## config.mk

```make
export PLATFORM = sky130hd
export DESIGN_NAME = wb_regfile
export DESIGN_NICKNAME = d
export VERILOG_FILES = /design/src/rtl/wb_regfile.sv
export SDC_FILE = /design/constraint.sdc
export NUM_CORES = 2
export LEC_CHECK = 0
export ABC_AREA = 1
export BUFFER_PORTS_ARGS = -buffer_cell sky130_fd_sc_hd__buf_4
export CELL_PAD_IN_SITES_DETAIL_PLACEMENT = 0
export CELL_PAD_IN_SITES_GLOBAL_PLACEMENT = 2
export CORE_ASPECT_RATIO = 1.1
export CORE_MARGIN = 2
export CORE_UTILIZATION = 37
export DETAILED_ROUTE_END_ITERATION = 8
export HOLD_SLACK_MARGIN = 0.12
export PLACE_DENSITY_LB_ADDON = 0.1
export SYNTH_ARGS = -nofsm -noshare
export SYNTH_HDL_FRONTEND = slang
export SYNTH_SLANG_ARGS = --single-unit
```

## constraint.sdc

```tcl
create_clock -name clk -period 3.4 [get_ports clk]
set_clock_uncertainty 0.15 [all_clocks]
set_input_delay 0.68 -clock clk [delete_from_list [all_inputs] [get_ports clk]]
set_output_delay 0.68 -clock clk [all_outputs]
set_load 0.05 [all_outputs]
```

## src/rtl/wb_regfile.sv

```systemverilog
// Write-back register file: 32x32 GPRs plus HI/LO, committed on posedge,
// with combinational read ports that bypass the value being written this cycle.
module wb_regfile (
  input  logic        clk,
  input  logic        rst,
  input  logic [4:0]  wb_waddr,
  input  logic        wb_reg_we,
  input  logic [31:0] wb_data,
  input  logic        wb_hi_we,
  input  logic        wb_lo_we,
  input  logic [31:0] wb_hi,
  input  logic [31:0] wb_lo,
  input  logic        re1,
  input  logic [4:0]  raddr1,
  output logic [31:0] rdata1,
  input  logic        re2,
  input  logic [4:0]  raddr2,
  output logic [31:0] rdata2,
  output logic [31:0] hi_o,
  output logic [31:0] lo_o
);

  logic [31:0] regs_r [32];
  logic [31:0] hi_r;
  logic [31:0] lo_r;

  // GPR array update; r0 is never written so it stays at its reset value of 0
  always_ff @(posedge clk) begin
    if (rst) begin
      for (int i = 0; i < 32; i++) begin
        regs_r[i] <= 32'h0000_0000;
      end
    end else begin
      if (wb_reg_we && (wb_waddr != 5'd0)) begin
        regs_r[wb_waddr] <= wb_data;
      end
    end
  end

  // HI/LO update, enables independent of each other
  always_ff @(posedge clk) begin
    if (rst) begin
      hi_r <= 32'h0000_0000;
      lo_r <= 32'h0000_0000;
    end else begin
      if (wb_hi_we) begin
        hi_r <= wb_hi;
      end
      if (wb_lo_we) begin
        lo_r <= wb_lo;
      end
    end
  end

  // Read port 1 with write-to-read bypass
  always_comb begin
    rdata1 = 32'h0000_0000;
    if (rst) begin
      rdata1 = 32'h0000_0000;
    end else if (raddr1 == 5'd0) begin
      rdata1 = 32'h0000_0000;
    end else if (!re1) begin
      rdata1 = 32'h0000_0000;
    end else if (wb_reg_we && (wb_waddr == raddr1)) begin
      rdata1 = wb_data;
    end else begin
      rdata1 = regs_r[raddr1];
    end
  end

  // Read port 2 with write-to-read bypass
  always_comb begin
    rdata2 = 32'h0000_0000;
    if (rst) begin
      rdata2 = 32'h0000_0000;
    end else if (raddr2 == 5'd0) begin
      rdata2 = 32'h0000_0000;
    end else if (!re2) begin
      rdata2 = 32'h0000_0000;
    end else if (wb_reg_we && (wb_waddr == raddr2)) begin
      rdata2 = wb_data;
    end else begin
      rdata2 = regs_r[raddr2];
    end
  end

  // HI/LO outputs with bypass of the pending write
  always_comb begin
    hi_o = 32'h0000_0000;
    lo_o = 32'h0000_0000;
    if (rst) begin
      hi_o = 32'h0000_0000;
      lo_o = 32'h0000_0000;
    end else begin
      if (wb_hi_we) begin
        hi_o = wb_hi;
      end else begin
        hi_o = hi_r;
      end
      if (wb_lo_we) begin
        lo_o = wb_lo;
      end else begin
        lo_o = lo_r;
      end
    end
  end

endmodule

```

# --- Yosys cells after proc, flatten, opt, wreduce, memory -nomap -nowiden ---
# Memory sizes are Yosys's and may differ from the RTL's.
# Index checks and enable logic that the tools add are counted.
word_totals:
  ff_bits: 64
  mem_bits_rw: 1024
  in_bits: 118
  output_inout_bits: 128
  elab_cells: 32
  memories: 1
memory_table:
  columns: ["memory", "words", "word_bits", "rd", "rd_ports_with_merged_regs", "write_ports", "line", "source"]
  rows:
  - ["regs_r", 32, 32, 2, 0, 32, "23", "logic [31:0] regs_r [32];"]
classes:
  n_eq_ne: 2
  muxes: 20
  reduce_logical: 7
op_table:
  columns: ["operator", "n"]
  rows:
  - ["32-bit two-way mux", 13]
  - ["32-bit OR reduction", 1]
  - ["5-bit == test", 2]
  - ["5-bit zero test", 2]
  - ["1-bit two-way mux", 6]
  - ["5-bit two-way mux", 1]
  - ["5-bit nonzero test", 1]
  - ["1-bit logical AND", 3]

# --- Depth between registers and ports, before layout ---
logic_depth:
  depth_word: 7
  depth_mapped: 11
  mapped_depth_nobuf: 9

# --- Worst setup path after synthesis ---
# No wires, ideal clock.
synth_path:
  kind: "input -> output"
  startpoint: "input raddr2[3]"
  endpoint: "output rdata2[23]"
  arrival_time_ns: 2.421
  t_required_ns: 2.570
  path_slack_ns: 0.149
  stages: 8
  n_path_buf: 2
  cell_sequence: "buf_2 -> clkinv_1 -> nand2_1 -> a21oi_1 -> nand3_1 -> clkbuf_1 -> o21ai_0 -> a21oi_1"
synth_between:
  elab_chain_len: 6
  elab_cells_between_ends: 8
  classes_between: "1 x eq/ne; 4 x mux; 2 x reduce/logical; 1 x memory"
synth_rtl:
  columns: ["element", "line", "source"]
  rows:
  - ["start: declaration", "17", "input logic [4:0] raddr2,"]
  - ["branches (longest 4 deep; another with memory read 32 x 32 bit)", null, null]
  - ["32-bit two-way mux *", "76", "end else if (raddr2 == 5'd0) begin"]
  - ["32-bit two-way mux *", "74", "if (rst) begin"]
  - ["end: declaration", "18", "output logic [31:0] rdata2,"]
# Mark *: on every way between the ends.

# --- Worst setup path after layout ---
layout_path:
  startpoint: "input raddr2[2]"
  endpoint: "output rdata2[9]"
# The elaborated chain is that of the path after synthesis.

==> impl_results.md <==
- Buf+Inv Stages, Crit Path: 6
- First-pass iteration count of the detailed router: 6
- Start-to-end type of the worst setup path: in2out
- Final-report hold violation count: 0
- Kind of cell with the highest combined delay on the critical path: buffers and inverters
- Final slew viol count: 0
- Reported max-cap violation count: 0
- Final std cell area, no fill: 77900 um2
- Via count normalized by instance count: 5.36
- CTS tree: built
- Maximum frequency from static timing analysis: 0.292 GHz
- Number of synthesized register bits: 1088
- CTS root buf: sky130_fd_sc_hd__clkbuf_16
- Internal: 25.6 mW
- Hold WC Path Type: in2reg
- Largest area contributor in the netlist: sky130_fd_sc_hd__edfxtp_1
- Part of the total power dissipated in sequential elements: 43.0%
- Startpoint types: input port
- Hold WS: between 0.2 and 0.25 ns
- Sum of internal, switching and leakage power: 36.4 mW
- Switching power of the nets: 10.8 mW
- DP Area: between 70000 and 80000 um2
- Iteration-0 DRC count of the detailed router: 7264
- Final critical delay including setup and external delays: 3.42 ns
- Count of final setup violators: 4
- Maximum clock path buffer count: 3
- Floorplan core area: 166000 um2
- Number of cells in the finished layout apart from fillers: 11200
- Post-synthesis instance area: slightly above 60000 um2
- Kind of capture point of the worst setup path: output port
- Data required time of the critical path: 2.57 ns
- GPL Wtd Cong: 0.882
- Worst-case setup margin in the final layout: -0.0194 ns
- Clock Power Share: between 30% and 40%
- Vias in the first global route: 56200
- Setup Total Neg Slack: -0.0445 ns
- Initial Utilization: 37.2%
- Area of all sequential standard cells: between 30000 and 40000 um2
- Register area share after synthesis: between 50% and 60%
- Crit path cell chain: buf_12, nor2_4, buf_12, buf_12, buf_12, bufbuf_16, nand3_1, nand2_1, nor2_1, nand2_1, nand3_1, nand2_2, a21oi_1, buf_4
- Cell count after synthesis: 8391
- Fraction of synthesized cell area taken by the top area cell type: around half
- PortBufs: 245
- Count of unresolved DRC violations after routing: 0
- CTS Buf Count: approximately 140
- Transition time at the pin with the least slew margin: 0.928 ns
- Layout cells sized above 1: 14.5%
- Clock edge transition at the registers on the reported setup and hold paths: 0.05 ns
- Vertical extent of the die: 432 um
- Largest voltage drop on the vdd net: roughly 0.00041 V
- Combinational cell fraction of total power: 18.3%
- Area of the multi-input gates: about 25000 um2
- Remaining Overflow, GRT: 0
- Layout-stage area growth over the synthesis result: 26.3%
- Cell types with the largest area share after synthesis: sky130_fd_sc_hd__edfxtp_1 (50%), sky130_fd_sc_hd__nand2_1 (16%), sky130_fd_sc_hd__nor2_1 (12%)
- Pwr dens: between 400 and 500 nW/um2
- Placement Rows: 157
- Switching part of the total power: ~30%
- Fin nets: 8961
- Worst setup timing slack at the placement stage: -0.484 ns
- Failing checks: negative setup slack
- Total number of vias: 59900
- Final-layout fill cell count: approximately 16000
- Clock net sink count: 1088
- Detailed-placement wirelength estimate: roughly 190 mm
- Arrival time of the worst setup path: 2.59 ns
- H-tree depth: 4
- Wire length per cell after detailed routing: 26.5 um
- Worst max-slew margin expressed relative to the limit: between 30% and 40%
- Global-route wire length before repair: 411 mm
- Maximum fanout along the worst path: 12
- Count of distinct cell types in the synthesized netlist: 21
- Final wirelength: 296 mm
- Maximum single-stage delay on the critical path: 0.32 ns
- Area enclosed by the die boundary: 170000 um2
- Synthesized area per cell: 7.35 um2
- Overall fraction of global-route tracks in use: between 30% and 40%
- Final cell utilization of the core: 46.9%
- Outcome: finished, violations left
- Antenna violation net count after detailed routing: 0
- Number of cells after detailed placement: 10800
- Total number of yosys warnings: 0
- Insertion delay of the later-clocked pin in the worst-skew pair: 0.77 ns
- Initial antenna violation count: 6
- Top-Level Pins: roughly 250
- Cell with the most instances on the worst path: sky130_fd_sc_hd__buf_12
- Crit-path slowest cell: sky130_fd_sc_hd__bufbuf_16
- Die X-Extent: between 300 and 400 um
- Maximum number of pins on one net before global-route repair: 63
- Post-route fraction of the period consumed by the critical path: 101%
- Leakage power summed over all cells: 35.3 nW
- Setup repair after global routing missed its margin: true
-- cell usage after synthesis --
cell type                  instances
sky130_fd_sc_hd__clkinv_1          2
sky130_fd_sc_hd__nor3_2            1
sky130_fd_sc_hd__nor2_1         1899
sky130_fd_sc_hd__buf_4            48
sky130_fd_sc_hd__nor3_1            7
sky130_fd_sc_hd__o21ai_0         133
sky130_fd_sc_hd__buf_2           136
sky130_fd_sc_hd__nand2_1        2691
sky130_fd_sc_hd__conb_1            1
sky130_fd_sc_hd__nand3_1        1158
sky130_fd_sc_hd__buf_1            73
sky130_fd_sc_hd__dfxtp_1          64
sky130_fd_sc_hd__inv_1           695
sky130_fd_sc_hd__o22ai_1           5
sky130_fd_sc_hd__inv_2             2
sky130_fd_sc_hd__buf_6            24
sky130_fd_sc_hd__edfxtp_1       1024
sky130_fd_sc_hd__a21oi_1          66
sky130_fd_sc_hd__nand3_2           1
sky130_fd_sc_hd__nand4_1           2
sky130_fd_sc_hd__clkbuf_1        359
-- layout make-up --
class / instances / share of cell area [%]
antenna: 4 / 0.0128
clock buffer: 167 / 4.72
clock inverter: 72 / 0.615
inverter: 699 / 3.46
multi-input combinational: 5995 / 32.4
sequential: 1088 / 41.1
tap: 2226 / 3.57
timing repair buffer: 924 / 14.1
-- layer usage --
| metal | track usage, % | wire, um |
|---|---|---|
| met1 | 44.5 | 121000 |
| met2 | 54.6 | 136000 |
| met3 | 5.51 | 25500 |
| met4 | 13.4 | 12600 |
| met5 | 0 | 134 |
-- final timing paths --
check            start   endpoint  slack, ns  cells after the start
max          raddr2[2]  rdata2[9]      -0.02                     14
min reg2reg   hi_r[17]   hi_r[17]       0.37                      2
max reg2reg    lo_r[2]    lo_r[2]       2.56                      2
min           wb_hi_we    hi_r[3]       0.24                      3
-- layout by cell type (no fill, tap or decap), types with 7 or more instances in the layout --
master	instances
sky130_fd_sc_hd__buf_12	178
sky130_fd_sc_hd__buf_4	546
sky130_fd_sc_hd__nor3_1	7
sky130_fd_sc_hd__a21oi_1	36
sky130_fd_sc_hd__nor2_1	1861
sky130_fd_sc_hd__dlygate4sd3_1	64
sky130_fd_sc_hd__buf_6	53
sky130_fd_sc_hd__buf_16	39
sky130_fd_sc_hd__edfxtp_1	1024
sky130_fd_sc_hd__nand2_2	111
sky130_fd_sc_hd__nand3_2	48
sky130_fd_sc_hd__nor2_4	7
sky130_fd_sc_hd__o21ai_1	15
sky130_fd_sc_hd__clkinv_1	43
sky130_fd_sc_hd__nand3_1	1099
sky130_fd_sc_hd__dfxtp_1	64
sky130_fd_sc_hd__buf_8	14
sky130_fd_sc_hd__nand3_4	12
sky130_fd_sc_hd__nor2_2	31
sky130_fd_sc_hd__nand2_1	2574
sky130_fd_sc_hd__bufbuf_16	12
sky130_fd_sc_hd__inv_1	683
sky130_fd_sc_hd__a21oi_2	26
sky130_fd_sc_hd__clkbuf_1	22
sky130_fd_sc_hd__clkbuf_16	160
sky130_fd_sc_hd__o21ai_0	118
sky130_fd_sc_hd__clkinv_2	20
sky130_fd_sc_hd__conb_1	32
-- cells by family (layout without fill, tap and decap cells) --
kind of cell / after synthesis / after routing / synth area share (%)
buf+inv: 1339 / 1862 / 9.00
simple gates: 5759 / 5759 / 37.4
compound gates: 204 / 204 / 1.66
flops: 1088 / 1088 / 51.9
other cells: 1 / 36 / 0.00608
-- power groups by stage --
stage | Combinational (mW) | Clock, mW | Sequential (mW)
floorplan | 3.10 | 0 | 15.8
global placement | 5.98 | 0 | 15.9
detailed placement | 5.98 | 0 | 15.9
CTS | 6.32 | 14.3 | 15.6
global route | 7.03 | 14.8 | 15.7
finish | 6.65 | 14.1 | 15.6
-- sequential cells by signal, summed over array words and instances (netlist names) --
name / flops
hi_r: 32
lo_r: 32
regs_r: 1024
-- tightest hold or removal path, stage by stage --
cell and delay, ns:
sky130_fd_sc_hd__buf_4 0.21, sky130_fd_sc_hd__o21ai_0 0.19, sky130_fd_sc_hd__nor2_1 0.06
-- repair_timing --
action / 4_1_cts / 5_1_grt
endpoints found under the hold margin: 64 / 0
hold buffers: 64 / 0
pin swaps: 10 / 41
gates resized for setup: 161 / 202
cloned: 16 / 19
buffers inserted: 15 / 21
endpoints found under the setup margin: 62 / 64
(Power assumes the default switching activity.)
